==> src/rtl/pio_clkdiv_pkg.sv <==
// pio_clkdiv_pkg: shared widths, divisor record and integer-divisor mapping for the PIO clock dividers
package pio_clkdiv_pkg;
  localparam int DEF_INT_W  = 16;
  localparam int DEF_FRAC_W = 8;
  typedef struct packed {
    logic [DEF_INT_W-1:0]  ipart;
    logic [DEF_FRAC_W-1:0] fpart;
  } div_t;
  function automatic logic [DEF_INT_W:0] eff_int(input logic [DEF_INT_W-1:0] d);
    return {d == '0, d};
  endfunction
endpackage

==> src/rtl/pio_clkdiv_chan.sv <==
// pio_clkdiv_chan: one fractional clock-enable channel (countdown plus dither accumulator)
module pio_clkdiv_chan
  import pio_clkdiv_pkg::*;
#(
  parameter int INT_W  = DEF_INT_W,
  parameter int FRAC_W = DEF_FRAC_W
) (
  input  logic              inclk,
  input  logic              reset,
  input  logic              en_i,
  input  logic              restart_i,
  input  logic [INT_W-1:0]  div_int_i,
  input  logic [FRAC_W-1:0] div_frac_i,
  output logic              tick_o
);
  logic [INT_W:0]  cnt_q, cnt_d, eff;
  logic [FRAC_W-1:0] acc_q, acc_d;
  logic [FRAC_W:0] sum;
  logic tick_q, tick_d, bnd;
  if (INT_W == DEF_INT_W) begin : g_pkg
    assign eff = eff_int(div_int_i);
  end else begin : g_gen
    assign eff = {div_int_i == '0, div_int_i};
  end
  assign sum = {1'b0, acc_q} + {1'b0, div_frac_i};
  assign bnd = cnt_q <= (INT_W+1)'(1);
  // next state: restart clears, disable freezes, boundary reloads with dithered length, else count down
  always_comb begin
    cnt_d  = restart_i ? '0 : !en_i ? cnt_q : bnd ? eff + (INT_W+1)'(sum[FRAC_W]) : cnt_q - (INT_W+1)'(1);
    acc_d  = restart_i ? '0 : (en_i && bnd) ? sum[FRAC_W-1:0] : acc_q;
    tick_d = !restart_i && en_i && bnd;
  end
  // channel state registers
  always_ff @(posedge inclk) begin
    if (reset) begin
      cnt_q  <= '0;
      acc_q  <= '0;
      tick_q <= 1'b0;
    end else begin
      cnt_q  <= cnt_d;
      acc_q  <= acc_d;
      tick_q <= tick_d;
    end
  end
  assign tick_o = tick_q;
endmodule

==> src/rtl/pio_clkdiv_frac.sv <==
// pio_clkdiv_frac: NCH independent fractional clock-enable generators for the PIO state machines
module pio_clkdiv_frac
  import pio_clkdiv_pkg::*;
#(
  parameter int NCH    = 4,
  parameter int INT_W  = DEF_INT_W,
  parameter int FRAC_W = DEF_FRAC_W
) (
  input  logic                  inclk,
  input  logic                  reset,
  input  logic [NCH-1:0]        en,
  input  logic [NCH-1:0]        restart,
  input  logic [NCH*INT_W-1:0]  div_int,
  input  logic [NCH*FRAC_W-1:0] div_frac,
  output logic [NCH-1:0]        tick
);
  for (genvar c = 0; c < NCH; c++) begin : g_ch
    pio_clkdiv_chan #(.INT_W(INT_W), .FRAC_W(FRAC_W)) u_chan (
      .inclk      (inclk),
      .reset      (reset),
      .en_i       (en[c]),
      .restart_i  (restart[c]),
      .div_int_i  (div_int[c*INT_W +: INT_W]),
      .div_frac_i (div_frac[c*FRAC_W +: FRAC_W]),
      .tick_o     (tick[c])
    );
  end
endmodule
==> config.mk <==
export PLATFORM = sky130hd
export DESIGN_NAME = pio_clkdiv_frac
export DESIGN_NICKNAME = d
export VERILOG_FILES = /design/src/rtl/pio_clkdiv_pkg.sv /design/src/rtl/pio_clkdiv_chan.sv /design/src/rtl/pio_clkdiv_frac.sv
export SDC_FILE = /design/constraint.sdc
export NUM_CORES = 1
export LEC_CHECK = 0
export ABC_CLOCK_PERIOD_IN_PS = 4100
export CORE_MARGIN = 3
export CORE_UTILIZATION = 45
export CTS_CLUSTER_SIZE = 28
export DETAILED_ROUTE_END_ITERATION = 8
export GPL_TIMING_DRIVEN = 0
export PLACE_DENSITY_LB_ADDON = 0.1
export SYNTH_ARGS = -nofsm -noshare
export SYNTH_HDL_FRONTEND = slang
export SYNTH_HIERARCHICAL = 1
export SYNTH_SLANG_ARGS = --single-unit
==> constraint.sdc <==
create_clock -name inclk -period 4.1 [get_ports inclk]
set_input_delay 0.615 -clock inclk [delete_from_list [all_inputs] [get_ports inclk]]
set_output_delay 0.615 -clock inclk [all_outputs]
set_load 0.01 [all_outputs]
==> impl_results.md, run 1 <==
* Placed instance count at 1369
* Total power draw at 4.95 mW
* CTS Buffer Depth at 2
* Crit path capture: g_ch[1].u_chan/cnt_q[14]
* Sequential Power Share at 0.267
* Buffer count from post-CTS setup fixing at 0
* Reg-to-reg endpoint: g_ch[1].u_chan/cnt_q[14]
* Total CTS buffers at 9
* DP Worst Slack at -0.136 ns
* Crit path max-delay cell type: fa_1
* CP bufs+invs at 1
* Row Count at 48
* Core area at 17600 µm²
* Clock transition at path regs at 0.08 ns
* Int Pwr at 2.79 mW
* Critical Path, Cell by Cell: clkdlybuf4s50_1 -> ha_1 -> fa_1 -> a21o_1 -> a21o_1 -> a211oi_1 -> o21bai_1 -> a21o_1 -> ha_1 -> ha_1 -> and4_1 -> nand4_1 -> xnor2_1 -> mux2_2 -> a21o_1
* Synth Area in Simple Gates at 0.308
* Final WL at 23.1 mm
* Cts repair resizes at 0
* Die Height at ~140 µm
* Worst setup path start: div_frac[8]
* Starting Density at 0.467
* Layout cells sized above 1 at 0.0759
* Setup TNS at 0 ns
* Worst r2r path cells at 14
* Antenna violations before repair at 0
* Largest family of logic cells by synthesized area: simple AND/OR/NAND/NOR gates
* Mapped Nets at 1199
* Synth area leader: dfxtp_1
* RSZ-0062 raised after global routing: no
* WP depth at 15
* Final worst slack at between 0.2 and 0.25 ns
* DRC Markers at 0
* Syn-to-layout area delta at 20.4%
* Final period util at 0.950
* Slowest stage delay, CP at 0.42 ns
* PortBufs at 107
* Most frequent cells in the layout: 120 x nand2_1, 107 x clkdlybuf4s50_1, 104 x dfxtp_1
* Net Sw Frac at 0.435
* Worst-Margin Slew at 0.906 ns
* Number of flops mapped to enable cells by yosys at 0
* Post-Synth XOR/XNOR Area at 0.0683
* Final hold vios at 0
* Crit Path Class: in -> reg
* Outcome: complete, no violations
* Synth async-reset ratio at 0
* Pleak at 3.71 nW
* Synthesis Warnings at 6
* Fillcell total at 1680
* Most common cell after layout, fill and taps aside: nand2_1
* Slew Limit Fails at 0
* Iteration-0 DRC Markers at ~630
* Die Area at around 20000 µm²
* R2R Setup Slk at roughly 0.58 ns
* Largest cells by area after synthesis: dfxtp_1 25%, ha_1 7.9%, nand2_1 5.5%
* Fmax at between 200 and 300 MHz
* Slew headroom at 0.387
* Vias per inst at approximately 6.1
* Mapped cell area at 8210 µm²
* Avg Cell Area, Syn at between 7 and 8 µm²
* Number of global-route vias before repair at 7750
* Arrival time worst endpoint at 4.15 ns
* Final non-filler cell total at roughly 1400
* CTS root buffer: clkbuf_16
* DR WL/cell at 16.7 µm
* Sw power at about 2.2 mW
* GRT Total Usage at 0.227
* Clk sinks at 104
* Yosys cell types at 77
* Compound-Gate Fraction of Synth Area at 0.228
* Gr ovfl total at 0
* Htree depth at 3
* PwrDens at 500 nW/µm²
* Top FF cell, synth: dfxtp_1
* Hold WS at 0.457 ns
* Clock power share at 0.195
* Mux cell area share after synthesis at 0.0162
* Worst min-delay path class: reg -> reg
* Period minus WS final at a little under 4 ns
* Final setup vio count at 0
* Critical path data required time at 4.35 ns
* Worst Setup End Kind: flip-flop
* Post-DP HPWL at 17.4 mm
* Largest net degree at the start of global routing at 18
* Top-area cell type share of the netlist area at 0.254
* Ports at between 100 and 150
* Kind of cell adding the most delay to the critical path: compound AO/OA/AOI/OAI gates
* Cell mode on critical path: a21o_1
* Final ANT Viol Nets at 0
* DR vias at 8410
* Logic pwr share at 0.539
* Final GP Congestion at ~0.90
* Seq cells post-synth at between 100 and 150
* Clk_skew at 0.00872 ns
* Clk_lat worst skew at around 0.36 ns
* TritonRoute pass-1 iters at 5
* CP Launch Type: input pin
* Crit-path max FO at 5
* Max Cap Violations at 0
* Sequential area share after synthesis at 0.254
* Reg2reg start: g_ch[1].u_chan/acc_q[0]
* Post-Syn Instances at 1037
* Final #Nets at 1317
* CTS tree: built
* Max VDD drop at 0.290 mV
* Die W at 141 µm
* First-pass GRT wire length at 37.9 mm
* Adder-cell share of the synthesized area at 0.0890
* Number of diodes at 0
* Hold buffers post-CTS at 0
[flip-flops by register name, summed over array words and instances (netlist names)]
name	count
g_ch.u_chan/acc_q	32
g_ch.u_chan/cnt_q	68
g_ch.u_chan/tick_o	4
[per-stage QoR]
stage	area, µm²	utilization
finish	9880	0.562
global route	9880	0.562
CTS	9880	0.562
detailed placement	9560	0.544
global placement	9560	0.544
floorplan	8210	-
[synth_stat cells (16+ instances only)]
cell	count
clkbuf_1	18
nor2_1	54
a211oi_1	24
xor2_1	35
o21ai_0	62
nand2_1	120
dfxtp_1	104
nor4_1	37
xnor2_1	29
ha_1	52
nand3_1	48
a21oi_1	61
nand4_1	28
nor3_1	38
or3_1	30
inv_1	30
a21o_1	16
[power by group through the flow]
stage          Combinational (mW)  Sequential [mW]  Clock [mW]
3_3_place_gp                 2.59             1.33           0
4_1_cts                      2.63             1.31       0.994
5_1_grt                      2.92             1.34        1.03
2_1_floorplan                1.96             1.30           0
3_5_place_dp                 2.61             1.33           0
6_report                     2.66             1.32       0.963
[cells by family (layout without fill, tap and decap cells)]
kind of cell               count (synthesis)  in the layout
DFF                                      104            104
buffers and inverters                     67            190
muxes                                     13             13
and+or+nand+nor                          453            453
adders and majority gates                 56             56
AOI/OAI and AO/OA                        280            280
xor gates and xnor gates                  64             64
[worst min-delay path, cell delays in order (launching register included)]
cell,delay [ns]
dfxtp_1,0.32
nand2_1,0.05
a21oi_1,0.05
[routing by layer]
metal / track usage / vias up / part of all wire
met4: 0.0469 / 0 / 0.0096
li1: - / 4188 / -
met1: 0.328 / 3915 / 0.48
met3: 0.0488 / 18 / 0.066
met5: 0 / - / 0
met2: 0.350 / 289 / 0.44
[layout make-up]
cell class	count	area, µm²	share of cell area
buffer	37	195	0.0197
clock buffer	9	225	0.0228
clock inverter	7	95.1	0.00962
inverter	30	113	0.0114
multi-input combinational	866	5820	0.589
sequential	104	2080	0.211
tap	225	282	0.0285
timing repair buffer	107	1070	0.108
[worst min path at each step]
stage                                        from                 endpoint  slack (ns)  cells after the start
after global placement    g_ch[1].u_chan/acc_q[4]  g_ch[1].u_chan/acc_q[4]        0.44                      2
after global routing      g_ch[3].u_chan/acc_q[0]  g_ch[3].u_chan/acc_q[0]        0.48                      2
after detailed placement  g_ch[3].u_chan/acc_q[3]  g_ch[3].u_chan/acc_q[3]        0.45                      2
after floorplan           g_ch[0].u_chan/acc_q[0]  g_ch[0].u_chan/acc_q[0]        0.44                      2
after CTS                 g_ch[3].u_chan/acc_q[3]  g_ch[3].u_chan/acc_q[3]        0.46                      2
final                     g_ch[3].u_chan/acc_q[3]  g_ch[3].u_chan/acc_q[3]        0.46                      2
Power figures use the tool's default switching activity.
==> inputs of run 2 (changes only) <==
--- a/config.mk
+++ b/config.mk
@@ -6,7 +6,6 @@
 export NUM_CORES = 1
 export LEC_CHECK = 0
 export ABC_CLOCK_PERIOD_IN_PS = 4100
-export CORE_MARGIN = 3
 export CORE_UTILIZATION = 45
 export CTS_CLUSTER_SIZE = 28
 export DETAILED_ROUTE_END_ITERATION = 8
==> impl_results.md, run 2 (synthesis results as in run 1) <==
* DP Worst Slack at -0.142 ns (-0.00654 ns)
* First-pass GRT wire length at 36.7 mm (-3.2%)
* Total power draw at 4.92 mW (-0.53%)
* Clk_lat worst skew at 0.37 ns (about the same)
* Largest net degree at the start of global routing at 17 (-1)
* WL met1 at 10.5 mm (-5.5%)
* Antenna violations before repair at 0 (unchanged)
* Crit path max-delay cell type: fa_1
* Final #Nets at 1317 (unchanged)
* Die Area at 18800 µm² (-5.6%)
* Core area at 17900 µm² (+1.7%)
* Final setup vio count at 0 (unchanged)
* Cell mode on critical path: a21o_1
* Post-DP HPWL at 17.2 mm (-1.3%)
* Worst min-delay path class: reg -> reg
* Crit Path Class: in -> reg
* Max Used Layer: met4
* Fmax at 257 MHz (about the same)
* Ports at 110 (unchanged)
* Hold buffers post-CTS at 0 (unchanged)
* Starting Density at 0.459 (-0.00796)
* Arrival time worst endpoint at 4.15 ns (about the same)
* Htree depth at 3 (unchanged)
* Slowest stage delay, CP at 0.42 ns (about the same)
* Setup TNS at 0 ns (unchanged)
* Iteration-0 DRC Markers at 587 (-7.0%)
* Syn-to-layout area delta at 20.4% (about the same)
* Most flop-heavy register: g_ch.u_chan/cnt_q
* TritonRoute pass-1 iters at 5 (unchanged)
* Max reg flops at 68 (unchanged)
* Final hold vios at 0 (unchanged)
* Max VDD drop at 0.285 mV (-1.9%)
* Clk_skew at 0.00904 ns (+0.000324 ns)
* GRT Total Usage at 0.244 (+0.0169)
* Clk sinks at 104 (unchanged)
* Clock transition at path regs at 0.07 ns (about the same)
* Final worst slack at 0.206 ns (-0.000261 ns)
* Final GP Congestion at 0.926 (+3.2%)
* CTS Buffer Depth at 2 (unchanged)
* CTS tree: built
* Post-route cell area at 9890 µm² (about the same)
* Vias per inst at 6.02 (-0.83%)
* PwrDens at 497 nW/µm² (-0.56%)
* Die W at 137 µm (-2.8%)
* Layout cells sized above 1 at 0.0750 (-0.000862)
* CP bufs+invs at 1 (unchanged)
* Metal3 WL at 1.32 mm (-13%)
* Slew headroom at 0.372 (-0.0154)
* Worst-Margin Slew at 0.929 ns (+0.0227 ns)
* PortBufs at 107 (unchanged)
* Final period util at 0.950 (about the same)
* CTS root buffer: clkbuf_16
* Outcome: complete, no violations
* Period minus WS final at 3.89 ns (+0.000261 ns)
* Wire length on met2 at 10.6 mm (+3.7%)
* Number of global-route vias before repair at 7515 (-3.0%)
* Number of diodes at 0 (unchanged)
* Pleak at 3.71 nW (about the same)
* Util after Layout at 0.552 (-0.00944)
* Most common cell after layout, fill and taps aside: nand2_1
* Final WL at 22.7 mm (-1.7%)
* DRC Markers at 0 (unchanged)
* Most frequent cells in the layout: 120 x nand2_1, 107 x clkdlybuf4s50_1, 104 x dfxtp_1
* Max Cap Violations at 0 (unchanged)
* RSZ-0062 raised after global routing: no
* Placed Area at 9570 µm² (about the same)
* Slew Limit Fails at 0 (unchanged)
* Crit-path max FO at 5 (unchanged)
* Row Count at 49 (+2.1%)
* Kind of cell adding the most delay to the critical path: compound AO/OA/AOI/OAI gates
* Die Height at 137 µm (-2.8%)
* Worst Setup End Kind: flip-flop
* Final ANT Viol Nets at 0 (unchanged)
* Gr ovfl total at 0 (unchanged)
* DR WL/cell at 16.3 µm (-2.0%)
* DR vias at 8364 (-0.55%)
* Total CTS buffers at 9 (unchanged)
* Critical path data required time at 4.36 ns (about the same)
* CP Launch Type: input pin
* Critical Path, Cell by Cell: clkdlybuf4s50_1 -> ha_1 -> fa_1 -> a21o_1 -> a21o_1 -> a211oi_1 -> o21bai_1 -> a21o_1 -> ha_1 -> ha_1 -> and4_1 -> nand4_1 -> xnor2_1 -> mux2_2 -> a21o_1
## run 2: cell types whose count changed in the layout (fill, tap and decap cells not counted)
cell / change
clkbuf_8: +3
clkinv_2: -2
bufinv_16: -1
clkbuf_1: +1
clkinvlp_4: -1
o21ai_0: -1
o21ai_1: +1
## run 2: what timing repair did
item,4_1_cts,5_1_grt
setup endpoints to repair,0,1
buffers inserted,0,0
resized for setup,0,1
## run 2: worst register-to-register path: cells and delay by family, from the launching register on
family          cells  cell delay [ns]
mux                 1             0.28
xor+xnor            1             0.11
flops               1             0.32
compound gates      6             1.25
simple gates        2             0.41
fa+ha+maj           4             1.06
## run 2: through the flow
stage | hold WS [ns] | std cells
final | 0.456 | 1389
after global routing | 0.474 | 1389
after CTS | 0.458 | 1389
after detailed placement | 0.448 | 1373
after global placement | 0.444 | 1373
after floorplan | 0.436 | 1037
## run 2: path summary, 6_finish.rpt
check,cells after the start,slack (ns),to,startpoint
worst max-delay path,15,0.21,g_ch[1].u_chan/cnt_q[14],div_frac[8]
worst min-delay path,2,0.46,g_ch[3].u_chan/acc_q[3],g_ch[3].u_chan/acc_q[3]
worst max register to register,14,0.56,g_ch[1].u_chan/cnt_q[14],g_ch[1].u_chan/acc_q[0]
worst min register to register,2,0.46,g_ch[3].u_chan/acc_q[3],g_ch[3].u_chan/acc_q[3]
## run 2: power breakdown
part / leakage, nW / internal, mW / switching, mW
sequential: 0.846 / 1.16 / 0.161
combinational: 2.70 / 1.10 / 1.56
clock: 0.156 / 0.528 / 0.411
total: 3.71 / 2.78 / 2.14
## run 2: per-layer routing
| layer | GRT usage | vias up |
|---|---|---|
| li1 | - | 4195 |
| met1 | 0.324 | 3890 |
| met2 | 0.410 | 257 |
| met3 | 0.0363 | 22 |
| met4 | 0.0659 | 0 |
| met5 | 0 | - |
## run 2: cell type report
type                    count  area, µm²
well taps                 229        287
multi-input cells         866       5820
clock buffers              13        270
fillers                  1767       8020
inverters                  30        113
clock inverters             3       47.5
repair buffers            107       1070
flip-flops and latches    104       2080
plain buffers              37        195
